--- src/rtl/quiz_disp_pkg.sv ---
// rtl/quiz_disp_pkg.sv - shared segment patterns and scan-state types for the digit display
package quiz_disp_pkg;

    localparam logic [6:0] SEG_BLANK = 7'b1111111;
    localparam logic [6:0] SEG_DASH  = 7'b0111111;

    // {g,f,e,d,c,b,a}, active-low; element k is the pattern for digit k
    localparam logic [9:0][6:0] SEG_TABLE = {
        7'b0010000,  // 9
        7'b0000000,  // 8
        7'b1111000,  // 7
        7'b0000010,  // 6
        7'b0010010,  // 5
        7'b0011001,  // 4
        7'b0110000,  // 3
        7'b0100100,  // 2
        7'b1111001,  // 1
        7'b1000000   // 0
    };

    typedef enum logic {
        IDX_ONES = 1'b0,
        IDX_TENS = 1'b1
    } digit_idx_e;

    typedef enum logic {
        PH_GUARD = 1'b0,
        PH_DRIVE = 1'b1
    } phase_e;

endpackage

--- src/rtl/seg7_decode.sv ---
// rtl/seg7_decode.sv - combinational 4-bit code to active-low 7-segment pattern
module seg7_decode
    import quiz_disp_pkg::*;
(
    input  logic [3:0] code,
    output logic [6:0] seg
);

    always_comb begin
        seg = SEG_DASH;
        for (int k = 0; k < 10; k++) begin
            if (code == 4'(k)) begin
                seg = SEG_TABLE[k];
            end
        end
    end

endmodule

--- src/rtl/digit_display_scan.sv ---
// rtl/digit_display_scan.sv - two-digit multiplexed 7-segment scanner with frame-aligned digit updates
module digit_display_scan
    import quiz_disp_pkg::*;
#(
    parameter int REFRESH_DIV = 100000,
    parameter int GUARD_CYC   = 1000
) (
    input  logic       clk,
    input  logic       rst_n,
    input  logic [3:0] tens,
    input  logic [3:0] ones,
    input  logic       load,
    input  logic       en,
    input  logic       blank_lz,
    output logic [6:0] seg,
    output logic [1:0] an,
    output logic       frame_start
);

    localparam int CW = (REFRESH_DIV > 2) ? $clog2(REFRESH_DIV) : 1;

    logic [CW-1:0] r_cnt;
    digit_idx_e    r_idx;
    logic [3:0]    r_shadow_tens;
    logic [3:0]    r_shadow_ones;
    logic          r_pending;
    logic [3:0]    r_disp_tens;
    logic [3:0]    r_disp_ones;
    logic [6:0]    r_seg;
    logic [1:0]    r_an;
    logic          r_frame_start;

    logic          w_wrap;
    logic          w_boundary;
    phase_e        w_phase;
    logic [3:0]    w_code;
    logic [6:0]    w_dec;
    logic          w_tens_dark;
    logic [6:0]    w_seg_nxt;
    logic [1:0]    w_an_nxt;

    assign w_wrap     = (r_cnt == CW'(REFRESH_DIV - 1));
    assign w_boundary = w_wrap && (r_idx == IDX_TENS);
    assign w_phase    = (int'(r_cnt) < GUARD_CYC) ? PH_GUARD : PH_DRIVE;
    assign w_code     = (r_idx == IDX_TENS) ? r_disp_tens : r_disp_ones;

    seg7_decode u_dec (
        .code (w_code),
        .seg  (w_dec)
    );

    always_ff @(posedge clk) begin
        if (!rst_n) begin
            r_cnt <= '0;
            r_idx <= IDX_ONES;
        end else if (w_wrap) begin
            r_cnt <= '0;
            r_idx <= (r_idx == IDX_TENS) ? IDX_ONES : IDX_TENS;
        end else begin
            r_cnt <= r_cnt + 1'b1;
        end
    end

    // Digits only move at the frame boundary; a load landing on the boundary bypasses the shadow.
    always_ff @(posedge clk) begin
        if (!rst_n) begin
            r_shadow_tens <= '0;
            r_shadow_ones <= '0;
            r_pending     <= 1'b0;
            r_disp_tens   <= '0;
            r_disp_ones   <= '0;
        end else begin
            if (load) begin
                r_shadow_tens <= tens;
                r_shadow_ones <= ones;
            end
            if (w_boundary) begin
                r_pending <= 1'b0;
                if (load) begin
                    r_disp_tens <= tens;
                    r_disp_ones <= ones;
                end else if (r_pending) begin
                    r_disp_tens <= r_shadow_tens;
                    r_disp_ones <= r_shadow_ones;
                end
            end else if (load) begin
                r_pending <= 1'b1;
            end
        end
    end

    always_comb begin
        w_an_nxt    = 2'b11;
        w_seg_nxt   = SEG_BLANK;
        w_tens_dark = (r_idx == IDX_TENS) && blank_lz && (r_disp_tens == 4'd0);
        if (en && (w_phase == PH_DRIVE) && !w_tens_dark) begin
            w_an_nxt  = (r_idx == IDX_TENS) ? 2'b01 : 2'b10;
            w_seg_nxt = w_dec;
        end
    end

    always_ff @(posedge clk) begin
        if (!rst_n) begin
            r_seg         <= SEG_BLANK;
            r_an          <= 2'b11;
            r_frame_start <= 1'b0;
        end else begin
            r_seg         <= w_seg_nxt;
            r_an          <= w_an_nxt;
            r_frame_start <= w_boundary;
        end
    end

    assign seg         = r_seg;
    assign an          = r_an;
    assign frame_start = r_frame_start;

endmodule

--- config.mk ---
export PLATFORM = sky130hd
export DESIGN_NAME = digit_display_scan
export DESIGN_NICKNAME = d
export VERILOG_FILES = /design/src/rtl/quiz_disp_pkg.sv /design/src/rtl/seg7_decode.sv /design/src/rtl/digit_display_scan.sv
export SDC_FILE = /design/constraint.sdc
export NUM_CORES = 1
export LEC_CHECK = 0
export BUFFER_PORTS_ARGS = -buffer_cell sky130_fd_sc_hd__buf_2
export CAP_MARGIN = 25
export CORE_MARGIN = 4
export CORE_UTILIZATION = 55
export DETAILED_ROUTE_END_ITERATION = 8
export PLACE_DENSITY = 0.82
export SYNTH_ARGS = -nofsm -noshare
export SYNTH_HDL_FRONTEND = slang
export SYNTH_SLANG_ARGS = --single-unit
--- constraint.sdc ---
create_clock -name clk -period 2.54 [get_ports clk]
set_input_delay 0.635 -clock clk [delete_from_list [all_inputs] [get_ports clk]]
set_output_delay 0.635 -clock clk [all_outputs]
set_load 0.02 [all_outputs]
==> results.md, run 1 <==
- Peak Freq: roughly 480 MHz
- VDD IR-drop max: 0.2888 mV
- Core Rows: 21
- CTS Hold Bufs: 0
- Mapped Cells: 208
- Setup slack after layout: 0.4413 ns
- Crit path time final: approximately 2.1 ns
- Footprint of the multi-input gates: between 0.001 and 0.0015 mm2
- RSZ-0062 raised after global routing: no
- Area grow syn2layout: 11.27%
- Number of synthesized register bits: 45
- Worst slack, placed: 0.4124 ns
- Die width: between 60 and 70 um
- Yosys Warn Count: 0
- Top FF cell, synth: dfxtp_1
- Grt total ovfl: 0
- Largest area contributor in the netlist: dfxtp_1
- Sink Count: 45
- GP Congestion: around 0.83
- Post-Syn Area: 0.001987 mm2
- Die area: between 0.004 and 0.005 mm2
- Fill cells: around 300
- Root buf cell: clkbuf_4
- Worst-path fanout max: 8
- Vias per std cell: 5.520
- WHS: 0.4822 ns
- Final Setup Violations: 0
- Synth top cells by count: 45 x dfxtp_1, 20 x nor2_1, 13 x mux2i_1
- Iter 0 DRT Violations: 110
- Hold/Removal Path Class: reg2reg
- Via Count: between 1500 and 2000
- Initial Utilization: 0.5817
- Count of pins over their slew limit: 0
- Die height: ~68 um
- Ant diodes: 0
- Worst Clk Skew: approximately 0.014 ns
- CTS Buf Count: 5
- WL/cell: ~13 um
- Synth top area cells: dfxtp_1 45%, mux2_2 6.8%, mux2i_1 6.5%
- Status: finished clean
- Global-route usage over all layers: 0.1845
- Initial antenna violation count: 0
- Port bufs: 22
- Nets: 242
- Reg area: roughly 900 um2
- Period utilisation layout: 0.8263
- Core Region: approximately 0.0034 mm2
- Synth top area share: 0.4534
- Worst skew pair latency: 0.37 ns
- First-pass GRT wire length: 6368 um
- PD cells: 591.7 mW/mm2
- Ports: 23
- Largest net degree at the start of global routing: 24
- Net Count, Synth: between 200 and 250
- Post-Route WL: ~3700 um
- Reg2reg setup slack: between 0.4 and 0.5 ns
- Final core occ: 0.6473
- Startpoint type of the worst setup path: flip-flop
- Avg Inst Size Synth: approximately 9.6 um2
- Post-DRT Antenna Nets: 0
- Post-CTS setup buffer count: 0
- Drt drc: 0
- Clock transition at path regs: between 0.1 and 0.15 ns
- Type of the worst setup path: reg2reg
- Share of cells above drive strength 1: 0.2096
- Worst EP arrival: between 2 and 2.5 ns
- Number of synthesized flops with an enable pin: 0
- Worst setup EP type: flip-flop
- Max_cap viols: 0
- DRT Pass-1 Iters: 4
- Clk buf depth: 2
- Vias in the first global route: between 1000 and 1500
- Slew headroom: 0.6431
- Setup TNS: 0 ns
- Post-CTS Resized: 0
- H-tree depth: 2
- Worst path required time: ~2.8 ns
- Ys async rst share: 0
- Netlist cell types: 38
- Fin. Hold Viols: 0
- Top-count cell post-synth: dfxtp_1
- Worst-Margin Slew: ~0.53 ns
- Seq/Total Area, Yosys: 0.4534
- Leak pwr: 0.0008133 uW
- CTS tree: yes
- DPL Wire Length: between 2000 and 3000 um
## power breakdown
| group | switching [uW] | total (uW) | internal (uW) | leakage (uW) |
|---|---|---|---|---|
| clock | 231 | 536 | 305 | 0.0000552 |
| sequential | 7.30 | 726 | 718 | 0.000365 |
| combinational | 24.8 | 46.5 | 21.7 | 0.000393 |
| total | 263 | 1310 | 1040 | 0.000813 |
## cell type report
cell class | instances | area share
flip-flops and latches | 45 | 0.4075
repair buffers | 23 | 0.05320
clock inverters | 3 | 0.02943
inverters | 5 | 0.008489
well taps | 46 | 0.02603
multi-input cells | 148 | 0.4584
clock buffers | 5 | 0.01698
## metrics by stage
stage | instances | cell area, um2 | total power [uW]
final | 275 | 2211 | 1308
after global routing | 275 | 2211 | 1357
after CTS | 275 | 2211 | 1318
after detailed placement | 267 | 2108 | 788.1
after global placement | 267 | 2108 | 786.3
after floorplan | 208 | 1987 | 770.3
## flip-flops by register name (all words and copies together), names as in the netlist
name,cells
r_cnt,17
seg,7
r_disp_ones,4
r_disp_tens,4
r_shadow_ones,4
r_shadow_tens,4
an,2
frame_start,1
r_idx,1
r_pending,1
## cell families after synthesis
| family | count (synthesis) | synth area share |
|---|---|---|
| AOI/OAI and AO/OA | 27 | 0.07620 |
| adders and majority gates | 1 | 0.006296 |
| muxes | 25 | 0.1335 |
| buffers and inverters | 15 | 0.03652 |
| DFF | 45 | 0.4534 |
| xor gates and xnor gates | 12 | 0.05290 |
| and+or+nand+nor | 83 | 0.2412 |
## per-layer routing
metal | GRT usage | part of all wire | vias up
met1 | 0.2454 | 0.48 | 709
met2 | 0.2804 | 0.45 | 37
met5 | 0 | 0 | -
li1 | - | - | 766
met3 | 0.05255 | 0.049 | 6
met4 | 0.07444 | 0.019 | 0
## path summary, 6_finish.rpt
check,depth (start not counted),to,start
setup / recovery,5,r_disp_tens[0]$_SDFFE_PN0P_,r_cnt[0]$_SDFF_PP0_
hold / removal,1,r_cnt[0]$_SDFF_PP0_,r_cnt[0]$_SDFF_PP0_
setup reg to reg,5,r_disp_tens[0]$_SDFFE_PN0P_,r_cnt[0]$_SDFF_PP0_
hold reg to reg,1,r_cnt[0]$_SDFF_PP0_,r_cnt[0]$_SDFF_PP0_
## worst max-delay path, stage by stage, from the launching register on
cell,delay (ns)
dfxtp_1,0.39
ha_1,0.27
nand4_4,0.16
or2_0,0.37
nor3_4,0.43
mux2_2,0.38
## cells in the final DEF, fill, tap and decap left out, types with 3 or more instances in the layout
cell type	n
dfxtp_1	45
nor3_1	7
mux2_2	12
nand2_1	8
o21ai_0	12
xnor2_1	11
nor2_1	20
and2_1	9
buf_2	22
mux2i_1	13
nor2b_1	8
inv_1	5
clkbuf_4	5
a21oi_1	8
nand3_1	10
nor4b_1	3
nor4_1	3
(Power assumes the default switching activity.)
==> run 2: changes to the inputs <==
Settings changed: ABC_AREA set to 1, PLACE_DENSITY 0.82 to 0.81.
Clock period 2.54 ns to 2 ns, I/O delays scaled along.
==> run 2 against run 1 <==
Compared with the run above:
- critical path depth up 3
- non-clock buffer count unchanged
- first-iteration DRC count down 4.5%
- critical endpoint is now r_cnt[4]$_SDFF_PP0_
- largest cell class unchanged
==> results.md, run 2 <==
- Status: finished clean
- Worst-path fanout max: 15 (+7)
- Die height: 69.97 um (+2.7%)
- Avg Inst Size Synth: 7.184 um2 (-25%)
- Slew headroom: 0.6968 (+0.05378)
- Nets: 333 (+38%)
- CTS Hold Bufs: 0 (unchanged)
- Startpoint type of the worst setup path: flip-flop
- Synth top area cells: dfxtp_1 43%, nand2_1 12%, nor2_1 10%
- Most common cell after layout, fill and taps aside: nand2_1
- Peak Freq: 590.7 MHz (+24%)
- Hold/Removal Path Class: in2reg
- First-pass GRT wire length: 7203 um (+13%)
- Worst Clk Skew: 0.006118 ns (-0.007440 ns)
- Iter 0 DRT Violations: 105 (-4.5%)
- Seq pwr share: 0.592 (+0.037)
- Switching pwr: 363.8 uW (+38%)
- Yosys Warn Count: 0 (unchanged)
- WHS: 0.4626 ns (-0.01960 ns)
- Most frequent cells in the layout: 69 x nand2_1, 59 x nor2_1, 45 x dfxtp_1
- Largest stage delay on the critical path: 0.42 ns (about the same)
- Period utilisation layout: 0.8465 (+0.02022)
- Count of pins over their slew limit: 0 (unchanged)
- GP Congestion: 0.8553 (+2.8%)
- WL/cell: 10.92 um (-18%)
- Internal: 1185 uW (+13%)
- Root buf cell: clkbuf_8
- Die area: 0.004896 mm2 (+5.6%)
- Crit path buffers/inverters: 1 (+1)
- Post-CTS setup buffer count: 0 (unchanged)
- DPL Wire Length: 3072 um (+17%)
- Gate power share: 0.045 (+0.009)
- Ports: 23 (unchanged)
- Post-CTS Resized: 0 (unchanged)
- Largest net degree at the start of global routing: 16 (-33%)
- Clock transition at path regs: 0.09 ns (-0.04 ns)
- Post-Syn Area: 0.002112 mm2 (+6.3%)
- Synth top area share: 0.4265 (-0.02686)
- Top-count cell post-synth: nand2_1
- Final non-filler cell total: 368 (+34%)
- Via Count: 1896 (+25%)
- H-tree depth: 2 (unchanged)
- Sink Count: 45 (unchanged)
- Initial antenna violation count: 0 (unchanged)
- Port bufs: 22 (unchanged)
- CTS tree: yes
- Top FF cell, synth: dfxtp_1
- CTS Buf Count: 5 (unchanged)
- Slowest cell on the critical path: o21ai_4
- Global-route usage over all layers: 0.1771 (-0.007457)
- Worst skew pair latency: 0.30 ns (-0.07 ns)
- DRT Pass-1 Iters: 4 (unchanged)
- Setup TNS: 0 ns (unchanged)
- Seq/Total Area, Yosys: 0.4265 (-0.02686)
- Worst path required time: 2.20 ns (-0.61 ns)
- Synth top cells by count: 69 x nand2_1, 59 x nor2_1, 45 x dfxtp_1
- Sw frac: 0.2348 (+0.03340)
- Number of synthesized flops with an enable pin: 0 (unchanged)
- Largest area contributor in the netlist: dfxtp_1
- Clk pwr share: 0.363 (-0.047)
- Final Setup Violations: 0 (unchanged)
- Crit path time final: 1.693 ns (-0.4057 ns)
- Vias in the first global route: 1716 (+24%)
- Core Rows: 22 (+4.8%)
- Ant diodes: 0 (unchanged)
- Initial Utilization: 0.5726 (-0.009093)
- Drt drc: 0 (unchanged)
- Area grow syn2layout: 10.90%
- Share of cells above drive strength 1: 0.1469 (-0.06273)
- VDD IR-drop max: 0.4467 mV (+55%)
- PD cells: 661.4 mW/mm2 (+12%)
- Number of synthesized register bits: 45 (unchanged)
- Cell family with most CP delay: compound AO/OA/AOI/OAI gates
- Worst-Margin Slew: 0.4530 ns (-0.07796 ns)
- Mapped Cells: 294 (+41%)
- Leak pwr: 0.0009262 uW (+14%)
- Clk buf depth: 2 (unchanged)
- Power, Total: 1549 uW (+18%)
- Net Count, Synth: 308 (+39%)
- Final core occ: 0.6350 (-0.01225)
- Top reg by flops: r_cnt
- Grt total ovfl: 0 (unchanged)
- RSZ-0062 raised after global routing: no
- Vias per std cell: 5.152 (-6.7%)
- Post-Route WL: 4018 um (+9.5%)
- Max_cap viols: 0 (unchanged)
- Worst EP arrival: 1.90 ns (-0.47 ns)
- Ys async rst share: 0 (unchanged)
- Die width: 69.97 um (+2.7%)
- Netlist cell types: 30 (-21%)
- Type of the worst setup path: reg2reg
- Core Region: 0.003689 mm2 (+8.0%)
- Max reg flops: 17 (unchanged)
- CP Cell Sequence: ha_1, nand2_1, nor2_2, nand3_2, o21ai_4, inv_2, o21ai_0, nor2_1
- Fin. Hold Viols: 0 (unchanged)
- Worst setup EP type: flip-flop
- Post-DRT Antenna Nets: 0 (unchanged)
- Dpl cells: 360 (+35%)
==> run 2: cell count changes after synthesis, sizes merged, moves of 11 or more <==
cell   before  now
inv         5   29
mux2       12    0
nand2       8   72
nand3      10   22
nor2       20   64
xnor2      11    0
==> run 2: cell type report <==
| class | count | area, um2 |
|---|---|---|
| tap | 48 | 60.06 |
| multi-input combinational | 212 | 1054 |
| timing repair buffer | 23 | 117.6 |
| sequential | 45 | 900.9 |
| inverter | 32 | 120.1 |
| clock inverter | 3 | 21.27 |
| fill | 336 | 1346 |
| clock buffer | 5 | 68.82 |
==> run 2: through the flow <==
stage | setup WS, ns | instance area, um2
6_report | 0.3070 | 2342
5_1_grt | 0.1655 | 2342
4_1_cts | 0.3271 | 2342
3_5_place_dp | 0.3321 | 2252
3_3_place_gp | 0.4073 | 2252
2_1_floorplan | 0.6398 | 2112
==> run 2: path summary, 6_finish.rpt <==
kind	start	endpoint	slack, ns	cells after the start
max	r_cnt[0]$_SDFF_PP0_	r_cnt[4]$_SDFF_PP0_	0.31	8
min	ones[3]	r_shadow_ones[3]$_SDFFE_PN0P_	0.46	3
max reg2reg	r_cnt[0]$_SDFF_PP0_	r_cnt[4]$_SDFF_PP0_	0.31	8
min reg2reg	r_cnt[0]$_SDFF_PP0_	r_cnt[0]$_SDFF_PP0_	0.47	1
==> run 2: kinds of logic after synthesis <==
kind of cell	synth area share
fa+ha+maj	0.005923
compound gates	0.06339
xor+xnor	0.004148
mux	0.03792
buf+inv	0.07464
simple gates	0.3874
flops	0.4265
==> run 2: worst register-to-register path, delay by kind of cell, from the launching register on <==
kind / cells / cell delay, ns
DFF: 1 / 0.37
buffers and inverters: 1 / 0.09
AOI/OAI and AO/OA: 2 / 0.51
adders and majority gates: 1 / 0.20
and+or+nand+nor: 4 / 0.43
==> run 2: power by group through the flow <==
stage / registers, uW / clock network (uW) / logic, uW
floorplan: 937 / 0 / 51.0
global placement: 937 / 0 / 67.6
detailed placement: 938 / 0 / 69.0
CTS: 917 / 580 / 69.4
global route: 919 / 616 / 79.1
finish: 917 / 563 / 69.2
==> run 2: per-layer routing <==
metal / GRT usage / part of all wire / up-vias
met5: 0 / 0 / -
met2: 0.2875 / 0.46 / 41
met3: 0.05180 / 0.060 / 6
li1: - / - / 993
met4: 0.04468 / 0.011 / 0
met1: 0.2301 / 0.47 / 856
